### config.mk
export PLATFORM = sky130hd
export DESIGN_NAME = bcd_serial_add_ctrl
export DESIGN_NICKNAME = d
export VERILOG_FILES = /design/src/rtl/bcd_serial_add_ctrl_pkg.sv /design/src/rtl/bcd_serial_add_ctrl_sevenseg_dec.sv /design/src/rtl/bcd_serial_add_ctrl.sv
export SDC_FILE = /design/constraint.sdc
export NUM_CORES = 1
export LEC_CHECK = 0
export ABC_AREA = 1
export CAP_MARGIN = 10
export CORE_MARGIN = 2
export CORE_UTILIZATION = 52
export CTS_BUF_LIST = sky130_fd_sc_hd__clkbuf_4
export DETAILED_ROUTE_END_ITERATION = 8
export PLACE_DENSITY_LB_ADDON = 0.25
export REMOVE_ABC_BUFFERS = 1
export SYNTH_ARGS = -nofsm -noshare
export SYNTH_HDL_FRONTEND = slang
export SYNTH_SLANG_ARGS = --single-unit
### constraint.sdc
create_clock -name clk -period 4.2 [get_ports clk]
set_input_delay 0.42 -clock clk [delete_from_list [all_inputs] [get_ports clk]]
set_output_delay 0.42 -clock clk [all_outputs]
set_load 0.005 [all_outputs]
### src/rtl/bcd_serial_add_ctrl_pkg.sv
// Shared types and constants for the serial BCD adder and its seven-segment display.
package bcd_serial_add_ctrl_pkg;

    typedef enum logic [1:0] {
        IDLE = 2'd0,
        ADD  = 2'd1,
        DONE = 2'd2
    } state_t;

    localparam int unsigned BCD_MAX = 9;

    // Active-low segments, bit order a..g from MSB to LSB
    localparam logic [6:0] SEG_0     = 7'b0000001;
    localparam logic [6:0] SEG_1     = 7'b1001111;
    localparam logic [6:0] SEG_2     = 7'b0010010;
    localparam logic [6:0] SEG_3     = 7'b0000110;
    localparam logic [6:0] SEG_4     = 7'b1001100;
    localparam logic [6:0] SEG_5     = 7'b0100100;
    localparam logic [6:0] SEG_6     = 7'b0100000;
    localparam logic [6:0] SEG_7     = 7'b0001111;
    localparam logic [6:0] SEG_8     = 7'b0000000;
    localparam logic [6:0] SEG_9     = 7'b0000100;
    localparam logic [6:0] SEG_BLANK = 7'b1111111;

endpackage

### src/rtl/bcd_serial_add_ctrl_sevenseg_dec.sv
// Seven-segment decoder for one BCD digit; values above 9 show blank.
module sevenseg_dec
    import bcd_serial_add_ctrl_pkg::*;
(
    input  logic [3:0] digit,
    output logic [0:6] seg
);

    always_comb begin
        seg = SEG_BLANK;
        case (digit)
            4'd0:    seg = SEG_0;
            4'd1:    seg = SEG_1;
            4'd2:    seg = SEG_2;
            4'd3:    seg = SEG_3;
            4'd4:    seg = SEG_4;
            4'd5:    seg = SEG_5;
            4'd6:    seg = SEG_6;
            4'd7:    seg = SEG_7;
            4'd8:    seg = SEG_8;
            4'd9:    seg = SEG_9;
            default: seg = SEG_BLANK;
        endcase
    end

endmodule

### src/rtl/bcd_serial_add_ctrl.sv
// Digit-serial BCD adder (one digit per cycle) with seven-segment display outputs.
// HEX0..HEX8 cover the largest NDIG; displays above HEX<NDIG> are held blank.
// Optional LEADING_ZERO_BLANK_EN blanks leading zero digits on the display only.
module bcd_serial_add_ctrl
    import bcd_serial_add_ctrl_pkg::*;
#(
    parameter int unsigned NDIG = 4
) (
    input  logic              clk,
    input  logic              rst,
    input  logic              start,
    input  logic [4*NDIG-1:0] a,
    input  logic [4*NDIG-1:0] b,
    input  logic              cin,
    output logic              busy,
    output logic              done,
    output logic [4*NDIG-1:0] sum,
    output logic              cout,
    output logic              err,
    output logic [0:6]        HEX0,
    output logic [0:6]        HEX1,
    output logic [0:6]        HEX2,
    output logic [0:6]        HEX3,
    output logic [0:6]        HEX4,
    output logic [0:6]        HEX5,
    output logic [0:6]        HEX6,
    output logic [0:6]        HEX7,
    output logic [0:6]        HEX8
);

    localparam int unsigned W     = 4 * NDIG;
    localparam int unsigned IW    = (NDIG > 1) ? $clog2(NDIG) : 1;
    localparam int unsigned NHEX  = 9;

    state_t          state_q, state_d;
    logic [IW-1:0]   idx_q, idx_d;
    logic [W-1:0]    a_q, a_d, b_q, b_d, acc_q, acc_d;
    logic            c_q, c_d;
    logic            busy_d, done_d, cout_d, err_d;
    logic [W-1:0]    sum_d;

    logic [3:0]      da, db, ds;
    logic [4:0]      t;
    logic            bad, cn;

    // Shared digit adder working on the digit selected by idx_q
    always_comb begin
        da  = a_q[{idx_q, 2'b00} +: 4];
        db  = b_q[{idx_q, 2'b00} +: 4];
        t   = 5'(da) + 5'(db) + 5'(c_q);
        bad = (da > 4'(BCD_MAX)) || (db > 4'(BCD_MAX));
        ds  = t[3:0];
        cn  = 1'b0;
        if (bad) begin
            ds = 4'hF;
        end else if (t > 5'(BCD_MAX)) begin
            ds = 4'(t - 5'd10);
            cn = 1'b1;
        end
    end

    always_comb begin
        state_d = state_q;
        idx_d   = idx_q;
        a_d     = a_q;
        b_d     = b_q;
        c_d     = c_q;
        acc_d   = acc_q;
        busy_d  = 1'b0;
        done_d  = 1'b0;
        sum_d   = sum;
        cout_d  = cout;
        err_d   = err;
        case (state_q)
            IDLE, DONE: begin
                state_d = IDLE;
                if (start) begin
                    a_d     = a;
                    b_d     = b;
                    c_d     = cin;
                    idx_d   = '0;
                    acc_d   = '0;
                    err_d   = 1'b0;
                    busy_d  = 1'b1;
                    state_d = ADD;
                end
            end
            ADD: begin
                acc_d[{idx_q, 2'b00} +: 4] = ds;
                c_d    = cn;
                busy_d = 1'b1;
                if (bad) err_d = 1'b1;
                if (idx_q == IW'(NDIG - 1)) begin
                    state_d = DONE;
                    busy_d  = 1'b0;
                    done_d  = 1'b1;
                    sum_d   = acc_d;
                    cout_d  = cn;
                end else begin
                    idx_d = idx_q + IW'(1);
                end
            end
            default: state_d = IDLE;
        endcase
    end

    always_ff @(posedge clk) begin
        if (rst) begin
            state_q <= IDLE;
            idx_q   <= '0;
            a_q     <= '0;
            b_q     <= '0;
            c_q     <= 1'b0;
            acc_q   <= '0;
            busy    <= 1'b0;
            done    <= 1'b0;
            sum     <= '0;
            cout    <= 1'b0;
            err     <= 1'b0;
        end else begin
            state_q <= state_d;
            idx_q   <= idx_d;
            a_q     <= a_d;
            b_q     <= b_d;
            c_q     <= c_d;
            acc_q   <= acc_d;
            busy    <= busy_d;
            done    <= done_d;
            sum     <= sum_d;
            cout    <= cout_d;
            err     <= err_d;
        end
    end

    // Display digit values; 4'hF decodes to blank
    logic [3:0] disp [0:NDIG];

`ifdef LEADING_ZERO_BLANK_EN
    logic lead;
    always_comb begin
        lead       = ~cout;
        disp[NDIG] = cout ? 4'd1 : 4'hF;
        for (int k = NDIG - 1; k >= 0; k--) begin
            disp[k] = sum[4*k +: 4];
            if ((k != 0) && lead && (sum[4*k +: 4] == 4'd0)) disp[k] = 4'hF;
            if (sum[4*k +: 4] != 4'd0) lead = 1'b0;
        end
    end
`else
    always_comb begin
        disp[NDIG] = {3'b000, cout};
        for (int k = 0; k < NDIG; k++) begin
            disp[k] = sum[4*k +: 4];
        end
    end
`endif

    logic [0:6] seg [0:NHEX-1];

    for (genvar g = 0; g < NHEX; g++) begin : g_hex
        if (g <= NDIG) begin : g_dec
            sevenseg_dec u_dec (
                .digit (disp[g]),
                .seg   (seg[g])
            );
        end else begin : g_off
            assign seg[g] = SEG_BLANK;
        end
    end

    assign HEX0 = seg[0];
    assign HEX1 = seg[1];
    assign HEX2 = seg[2];
    assign HEX3 = seg[3];
    assign HEX4 = seg[4];
    assign HEX5 = seg[5];
    assign HEX6 = seg[6];
    assign HEX7 = seg[7];
    assign HEX8 = seg[8];

endmodule

Word level (Yosys, flattened, before mapping)
Memories as Yosys holds them, arrays and structs flattened. A register that Yosys moved wholly into a read port is not among the register bits. Cells that the tools add are included.

Logic and storage cells: 78. Output and inout port bits: 83. Memories: 5. Register bits after elaboration: 73. Memory bits (read-only): 560. Input bits: 36.

Shift-type cells: 4. Bitwise operators: 1. Magnitude comparators: 3. Equality and inequality tests: 7. Reduce and logical (&&, ||, !) cells: 10. Muxes and demuxes: 32. $add $sub $neg: 5.

Memories: (name not given) (words 16, bits a word 7, rd ports 1, clocked after Yosys merged registers in 1, wr ports 0, RTL line bcd_serial_add_ctrl_sevenseg_dec.sv:11) `case (digit)`; (name not given) (words 16, bits a word 7, rd ports 1, clocked after Yosys merged registers in 1, wr ports 0, RTL line bcd_serial_add_ctrl_sevenseg_dec.sv:11); (name not given) (words 16, bits a word 7, rd ports 1, clocked after Yosys merged registers in 1, wr ports 0, RTL line bcd_serial_add_ctrl_sevenseg_dec.sv:11); (name not given) (words 16, bits a word 7, rd ports 1, clocked after Yosys merged registers in 1, wr ports 0, RTL line bcd_serial_add_ctrl_sevenseg_dec.sv:11); (name not given) (words 16, bits a word 7, rd ports 1, clocked after Yosys merged registers in 1, wr ports 0, RTL line bcd_serial_add_ctrl_sevenseg_dec.sv:11).

Operators with widths (count): $mux 4 (12); $pmux 16 s2 (1); $shiftx 16x5->4 (2); $bwmux 16 (1); $mux 16 (1); $shift 4x6->16 const A (1); $shiftx 4x6->16 (1); $mux 1 (9); $gt 4x4->1 const B (2); $ne 2x2->1 const B (4); $pmux 2 s2 (2); $mux 2 (3); $neg 4->6 (1); $pmux 1 s2 (3); $reduce_and 2->1 (3); $reduce_and 3->1 (2); $add 4x4->5 (1); $add 5x1->5 (1); $gt 5x4->1 const B (1); $eq 2x2->1 const B (2); $reduce_or 2->1 (2); $sub 4x4->4 const B (1); $add 2x1->2 const B (1); $eq 2x1->1 const B (1); 4 further kinds (4).

Longest topological paths before layout
Gate-level depths: netlist of run 1.

Depth after elaboration: 10. Depth in mapped cells: 28. Mapped depth without buffers: 27.

By module
From an unflattened synthesis of run 1, not the netlist that was laid out.

Cells, all modules: 695. Area, all modules: 4625.7 um2.

By module, submodules not included: bcd_serial_add_ctrl (seq. area each 1461.4 um2, cells each 520, area each 3687.3 um2, instances 1); sevenseg_dec (seq. area each 0.0 um2, cells each 35, area each 187.7 um2, instances 5).

Worst setup path before layout of run 1
OpenSTA, ideal clock, no wires.

Path type: flip-flop to flip-flop. Start point: reg idx_q[0]. End point: reg g_hex[1].g_dec.u_dec.seg[3] (netlist name). Library setup time: 0.118 ns. Buffers on the path: 3. Path slack: 0.353 ns. Clock period less this slack: 3.847 ns. Stages on the path, launching flop included: 26. Arrival time: 3.728 ns. Required time: 4.082 ns. Path through: dfxtp_1 -> buf_6 -> buf_6 -> clkbuf_1 -> o21ai_0 -> o22ai_1 -> fa_1 -> fa_1 -> inv_1 -> ha_1 -> inv_1 -> a21oi_1 -> a21oi_1 -> nand2_1 -> nand2_1 -> nand2_1 -> nand3_2 -> nand4_1 -> nand2_1 -> nand2_1 -> nand2_2 -> inv_1 -> ha_1 -> nand3_1 -> nand3_1 -> nand2_1.

Cells in the longest elaborated chain, start to end: 10. Elaborated cells on any way between the ends: 19. Classes of those cells: 4 x add/sub; 3 x order compare; 1 x eq/ne; 4 x shift; 5 x mux; 2 x reduce/logical.

RTL lines: start, declared (RTL line bcd_serial_add_ctrl.sv:36) `logic [IW-1:0] idx_q, idx_d;`; start signal, assigned (RTL line bcd_serial_add_ctrl.sv:122) `idx_q <= idx_d;`; $shiftx 16x5->4 (on tied branches) (RTL line bcd_serial_add_ctrl.sv:48, bcd_serial_add_ctrl.sv:49); $add 4x4->5 (RTL line bcd_serial_add_ctrl.sv:50) `t = 5'(da) + 5'(db) + 5'(c_q);`; $add 5x1->5 (RTL line bcd_serial_add_ctrl.sv:50); $sub 4x4->4 / $gt 5x4->1 (equally long branches) (RTL line bcd_serial_add_ctrl.sv:57, bcd_serial_add_ctrl.sv:56); $mux 4 (RTL line bcd_serial_add_ctrl.sv:56) `end else if (t > 5'(BCD_MAX)) begin`; $mux 4 (RTL line bcd_serial_add_ctrl.sv:54) `if (bad) begin`; $shiftx 4x6->16 (RTL line bcd_serial_add_ctrl.sv:89) `acc_d[{idx_q, 2'b00} +: 4] = ds;`; $bwmux 16 (RTL line bcd_serial_add_ctrl.sv:89); $mux 4 (no line) (*) (2 in series).

Mark *: on every way between the ends. The rest lies on a longest branch, timed or not. A chain may end at the register's enable or synchronous reset.

Final worst setup path of run 1
Start point: reg idx_q[0]. End point: reg g_hex[1].g_dec.u_dec.seg[3] (netlist name).

Cells in the longest elaborated chain, start to end: 10. Elaborated cells on any way between the ends: 19. Classes of those cells: 4 x add/sub; 3 x order compare; 1 x eq/ne; 4 x shift; 5 x mux; 2 x reduce/logical.

RTL lines (RTL line): $shiftx 16x5->4 (on tied branches) (bcd_serial_add_ctrl.sv:48, bcd_serial_add_ctrl.sv:49); $add 4x4->5 (bcd_serial_add_ctrl.sv:50); $add 5x1->5 (bcd_serial_add_ctrl.sv:50); $sub 4x4->4 / $gt 5x4->1 (equally long branches) (bcd_serial_add_ctrl.sv:57, bcd_serial_add_ctrl.sv:56); $mux 4 (bcd_serial_add_ctrl.sv:56); $mux 4 (bcd_serial_add_ctrl.sv:54); $shiftx 4x6->16 (bcd_serial_add_ctrl.sv:89); $bwmux 16 (bcd_serial_add_ctrl.sv:89); $mux 4 (no line) (*) (2 in series).

Marks and branches as above.

==> results of run 1 <==
==> worst max-delay path, delay by kind of cell, from the launching register on <==
kind                       cells  cell delay, ps
AOI/OAI and AO/OA              4             460
buffers and inverters          3             340
and+or+nand+nor               13            1350
adders and majority gates      4            1320
DFF                            1             370
==> area by class of cell <==
type	instances	area (um^2)	area share, %
sequential	102	2040	32.2
clock inverter	5	36.3	0.572
tap	133	166	2.62
timing repair buffer	104	998	15.7
multi-input combinational	511	2780	43.8
antenna	1	2.50	0.0395
inverter	60	235	3.71
clock buffer	11	82.6	1.30
==> flip-flops by register name (all words and copies together) (netlist names) <==
signal,count
a_q,16
acc_q,16
b_q,16
busy,1
c_q,1
cout,1
done,1
err,1
g_hex.g_dec.u_dec.seg,29
idx_q,2
state_q,2
sum,16
==> logic make-up (layout without fill, tap and decap cells) <==
group,after synthesis,in the layout,share of synthesized area (%)
AOI/OAI and AO/OA,93,93,10.9
adders and majority gates,37,37,8.99
buffers and inverters,120,180,11.7
DFF,102,102,38.4
other,2,32,0.141
and+or+nand+nor,350,350,29.8
==> cell usage in the layout (no fill, tap or decap), types with 3 or more instances in the layout <==
master	netlist	routed
o21ai_1	3	4
a21oi_1	25	25
o21a_1	8	8
clkbuf_4	0	11
inv_1	48	48
nand2_4	7	8
nand3_4	3	3
ha_1	35	35
nand4_1	5	5
nand3_1	55	55
clkdlybuf4s50_1	0	87
o21ai_4	3	4
nor2_1	77	77
dfxtp_1	102	101
clkinvlp_4	0	3
o21ai_0	40	39
nand2_1	178	177
nand3b_1	3	3
nand2_2	10	10
buf_4	35	17
inv_2	10	9
conb_1	2	31
==> power groups by stage <==
stage	Combinational [mW]	Clock, mW	Sequential [mW]
global route	0.840	0.502	1.10
detailed placement	0.722	0	1.11
global placement	0.697	0	1.11
floorplan	0.446	0	1.12
finish	0.757	0.459	1.09
CTS	0.726	0.466	1.09
==> cell usage after synthesis, drive strengths merged (2+ instances only) <==
master  number  share of area (%)
o211ai       3               0.52
conb         2               0.14
o21ai       48                5.3
fa           2               0.75
dfxtp      102                 38
a21oi       26                2.5
o22ai        2               0.24
a21boi       3               0.78
buf         44                6.2
nand2      195                 15
ha          35                8.2
clkbuf      16                1.1
nand4        6               0.82
nand3       60                6.5
or2          3               0.35
inv         60                4.4
nand3b       3               0.42
nor2        81                6.1
o21a         8                1.1
==> stage by stage <==
| stage | hold slack [ps] | utilization (%) | setup WS, ps | area (um^2) | power, mW |
|---|---|---|---|---|---|
| 2_1_floorplan | 431 | - | -59.4 | 5030 | 1.56 |
| 3_3_place_gp | 452 | 62.3 | 424 | 6150 | 1.80 |
| 3_5_place_dp | 460 | 62.3 | 160 | 6150 | 1.83 |
| 4_1_cts | 479 | 63.5 | 116 | 6270 | 2.28 |
| 5_1_grt | 498 | 64.3 | -19.9 | 6340 | 2.44 |
| 6_report | 477 | 64.3 | 255 | 6340 | 2.30 |
==> routing by layer <==
metal  part of all wire (%)  routed length [um]
met1                     45                5030
met2                     48                5430
met3                    5.5                 616
met4                    1.4                 153
met5                      0                   0
==> final timing paths <==
check                                        end  slack, ps  depth (start not counted)
max          g_hex[1].g_dec.u_dec.seg[3]$_DFF_P_        260                         24
min                        acc_q[4]$_SDFFE_PP0P_        480                          2
max reg2reg  g_hex[1].g_dec.u_dec.seg[3]$_DFF_P_        260                         24
min reg2reg                acc_q[4]$_SDFFE_PP0P_        480                          2
==> timing repair <==
item,in CTS,in global routing
buffers inserted,0,7
setup endpoints to repair,0,21
gates resized for setup,0,7
==> metrics, run 1 <==
Worst slew margin=between 30% and 40%; post-route ant nets=0; placed insts=approximately 900; type of the worst min-delay path=reg2reg; YS warnings=0; Crit. Startpoint=idx_q[0]$_SDFFE_PP0P_; CP max stage delay=a little over 400 ps; Maximum Capacitance Violations=0; clk slew on worst S/H paths=about 150 ps; Worst-Skew Late Latency=around 460 ps; switching power=~0.79 mW; Routed Wire Length=about 11000 um; filler instances=834; highest clock rate=between 0.2 and 0.3 GHz; Flop pwr share=approximately 47%; initial antenna violation count=1; largest net degree at the start of global routing=49; worst hold start=acc_q[4]$_SDFFE_PP0P_; GRT Max-Usage Layer=met2; DP HPWL=between 7000 and 8000 um; crit path time final=3940 ps; GRT Overall Usage=20.6%; initial core utilization=a little over half; Netlist cell types=44; WP data required=about 4600 ps; Critical Path Sink Type=flip-flop; root buffer cell=clkbuf_4; core footprint=0.00986 mm^2; clock tree buffer depth=2; CP cell instances=buf_4 -> o21ai_0 -> o22ai_1 -> fa_1 -> fa_1 -> nand2_1 -> nand2_1 -> ha_1 -> inv_1 -> a21oi_1 -> a21oi_1 -> nand2_1 -> nand2_2 -> nand2_1 -> nand3_2 -> nand4_1 -> nand2_1 -> nand2_1 -> nand2_4 -> inv_1 -> ha_1 -> nand3_1 -> nand3_1 -> nand2_1; CTS Hold Bufs=0; synthesized area=between 0.005 and 0.006 mm^2; I/O Pins=between 100 and 150; Clock power frac=around a fifth; ys flop type=dfxtp_1; vias in the first global route=4339; Pins Over Slew Limit=0; cell count after synthesis=704; Cell Count, Final, Fillers Out=~930; slowest cell on the critical path=fa_1; Final Skew=around 20 ps; H-tree Lvls=3; CTS tree=built; DRT Pass-1 Iters=4; FP Rows=36; Critical R2R Launch=idx_q[0]$_SDFFE_PP0P_; Final setup viols=0; crit-path most repeated cell=nand2_1; Net Sw Frac=between 30% and 40%; Die ar.=around 0.011 mm^2; Layout area overhead=19.3%; Die X-Extent=about 110 um; fin nets=861; Post-synth EDFFs=0; Final Hold Viols=0; first-pass GRT wire length=roughly 19000 um; M3 GR Usage=under 10%; setup TNS=0 ps; CTS buffer count=9; DR iter-0 viols=around 170; asr flop ratio synth=0%; Buffers on Ports=between 80 and 90; #FFs+latches synth=between 100 and 150; DRC=0; worst slew pin tran=between 900 and 1000 ps; CP Launch Type=flip-flop; Cell Pwr Density=~360 mW/mm^2; Leakage=just over 3 nW; Placer Congestion=0.845; Pint=roughly 1.5 mW; combinational power share=roughly 33%; WP data arrival=about 4300 ps; crit share post-route=93.9%; WS Path Type=reg2reg; Syn Area/Cell=approximately 7.6 um^2; M2 GR Usage=36.4%; routed vias/inst=~4.9; outcome=completed; average routed wire per standard cell=approximately 12 um; met1 usage=about 24%; Congestion Overflow GR=0; height of the die=approximately 110 um; sequential share of the synthesized area=approximately 38%; clock sinks=102; crit-path max FO=11; Vias=around 4500; worst vdd ir=about 0.23 mV; share of cells above drive strength 1=between 10 and 15%
Power figures use the tool's default switching activity.
==> inputs of run 2 (changes only) <==
--- a/config.mk
+++ b/config.mk
@@ -12,6 +12,7 @@
 export CTS_BUF_LIST = sky130_fd_sc_hd__clkbuf_4
 export DETAILED_ROUTE_END_ITERATION = 8
 export PLACE_DENSITY_LB_ADDON = 0.25
+export RECOVER_POWER = 50
 export REMOVE_ABC_BUFFERS = 1
 export SYNTH_ARGS = -nofsm -noshare
 export SYNTH_HDL_FRONTEND = slang
==> metrics, run 2 (same netlist as run 1, synthesis figures left out) <==
CP Launch Type=flip-flop; Worst slew margin=between 10% and 20%; initial antenna violation count=1; post-route ant nets=0; vias in the first global route=4339; GRT Overall Usage=around a fifth; clock sinks=roughly 100; depth of the most critical reg-to-reg path=24; share of cells above drive strength 1=10.6%; Layout area overhead=19.2%; CP cell instances=inv_4 -> o21ai_0 -> o22ai_1 -> fa_1 -> fa_1 -> nand2_1 -> nand2_1 -> ha_1 -> inv_1 -> a21oi_1 -> a21oi_1 -> nand2_1 -> nand2_2 -> nand2_1 -> nand3_2 -> nand4_1 -> nand2_1 -> nand2_1 -> nand2_4 -> inv_1 -> ha_1 -> nand3_1 -> nand3_1 -> nand2_1; hold path depth=2; average routed wire per standard cell=approximately 12 um; crit-path max FO=19; crit path time final=between 3000 and 4000 ps; fin nets=861; flop2flop setup slack=between 200 and 250 ps; FP Rows=36; highest clock rate=0.252 GHz; first-pass GRT wire length=18800 um; WP data arrival=4330 ps; root buffer cell=clkbuf_4; CTS tree=built; I/O Pins=~120; Vias=4567; DP HPWL=slightly below 8000 um; Final Skew=around 19 ps; overall power=2.28 mW; slowest cell on the critical path=fa_1; most frequent cells in the layout=177 x nand2_1, 101 x dfxtp_1, 77 x nor2_1; Largest register FFs=29; largest net degree at the start of global routing=a little under 50; Pins Over Slew Limit=0; CP max stage delay=roughly 430 ps; Die X-Extent=between 100 and 150 um; height of the die=about 110 um; core footprint=approximately 0.01 mm^2; WS Path Type=reg2reg; crit-path most repeated cell=nand2_1; WP data required=around 4600 ps; Maximum Capacitance Violations=0; most common cell after layout, fill and taps aside=nand2_1; Cell Pwr Density=between 300 and 400 mW/mm^2; Congestion Overflow GR=0; outcome=completed; Placer Congestion=about 0.85; DRT Pass-1 Iters=5; post-layout util=between 60% and 70%; Worst-Skew Late Latency=between 400 and 500 ps; routed vias/inst=~4.9; Buffers on Ports=87; clk slew on worst S/H paths=about 150 ps; DRC=0; Final setup viols=0; Die ar.=about 0.011 mm^2; Routed Wire Length=between 10000 and 15000 um; Final Hold Viols=0; DR iter-0 viols=about 160; worst slew pin tran=approximately 1300 ps; worst vdd ir=~0.22 mV; type of the worst min-delay path=reg2reg; Leakage=approximately 3.2 nW; initial core utilization=a little over half; CTS Hold Bufs=0; clock tree buffer depth=2; Critical Path Sink Type=flip-flop; H-tree Lvls=3; crit share post-route=94.5%; CTS buffer count=9
## run 2: cell count changes in the layout (fill, tap and decap cells not counted)
cell,delta
buf_4,-1
clkbuf_1,+1
clkdlybuf4s50_1,-53
dlygate4sd3_1,+53
inv_1,+1
inv_2,-1
## run 2: repair_timing
action	in CTS	in global routing
setup buffers	0	7
setup endpoints to repair	0	21
resized for setup	0	7
## run 2: power by group
group	internal, mW	total (mW)	switching, mW
clock network	0.135	0.461	0.326
registers	1.05	1.09	0.0335
logic	0.304	0.738	0.434
total	1.49	2.28	0.794
## run 2: worst max-delay path, delay by kind of cell, from the launching register on
kind | cells | cell delay, ps
DFF | 1 | 400
adders and majority gates | 4 | 1340
AOI/OAI and AO/OA | 4 | 480
buffers and inverters | 3 | 280
and+or+nand+nor | 13 | 1370
## run 2: through the flow
stage               hold slack (ps)  TNS (ps)  setup WS (ps)  area, um^2  std cells
global placement                452         0            424        6150        903
detailed placement              460         0            160        6150        903
global route                    498     -21.6          -21.6        6340        927
floorplan                       431     -69.6          -59.4        5030        673
finish                          476         0            230        6340        927
CTS                             479         0            116        6270        919
## run 2: worst paths after layout
| path | start | to |
|---|---|---|
| worst max-delay path | idx_q[0]$_SDFFE_PP0P_ | g_hex[1].g_dec.u_dec.seg[3]$_DFF_P_ |
| worst min-delay path | acc_q[4]$_SDFFE_PP0P_ | acc_q[4]$_SDFFE_PP0P_ |
| worst max register to register | idx_q[0]$_SDFFE_PP0P_ | g_hex[1].g_dec.u_dec.seg[3]$_DFF_P_ |
| worst min register to register | acc_q[4]$_SDFFE_PP0P_ | acc_q[4]$_SDFFE_PP0P_ |
## run 2: area by class of cell
class / instances / area, um^2
Clock inverter: 5 / 36.3
Clock buffer: 11 / 82.6
Timing Repair Buffer: 104 / 995
Tap cell: 133 / 166
Antenna cell: 1 / 2.50
Sequential cell: 102 / 2040
Fill cell: 836 / 3530
Multi-Input combinational cell: 511 / 2780
Inverter: 60 / 235
## run 2: layer usage
metal  share of wire (%)  vias to the layer above  global-route usage (%)
li1                    -                     2339                       -
met3                 5.7                       15                    4.68
met5                   0                        -                       0
met4                 1.6                        0                    7.71
met1                  45                     2075                    24.2
met2                  48                      138                    36.4
==> inputs of run 3 (changes only) <==
--- a/config.mk
+++ b/config.mk
@@ -6,7 +6,6 @@
 export NUM_CORES = 1
 export LEC_CHECK = 0
 export ABC_AREA = 1
-export CAP_MARGIN = 10
 export CORE_MARGIN = 2
 export CORE_UTILIZATION = 52
 export CTS_BUF_LIST = sky130_fd_sc_hd__clkbuf_4
==> results of run 3 <==
The final DEF is identical to that of run 2; final timing and power are the same.
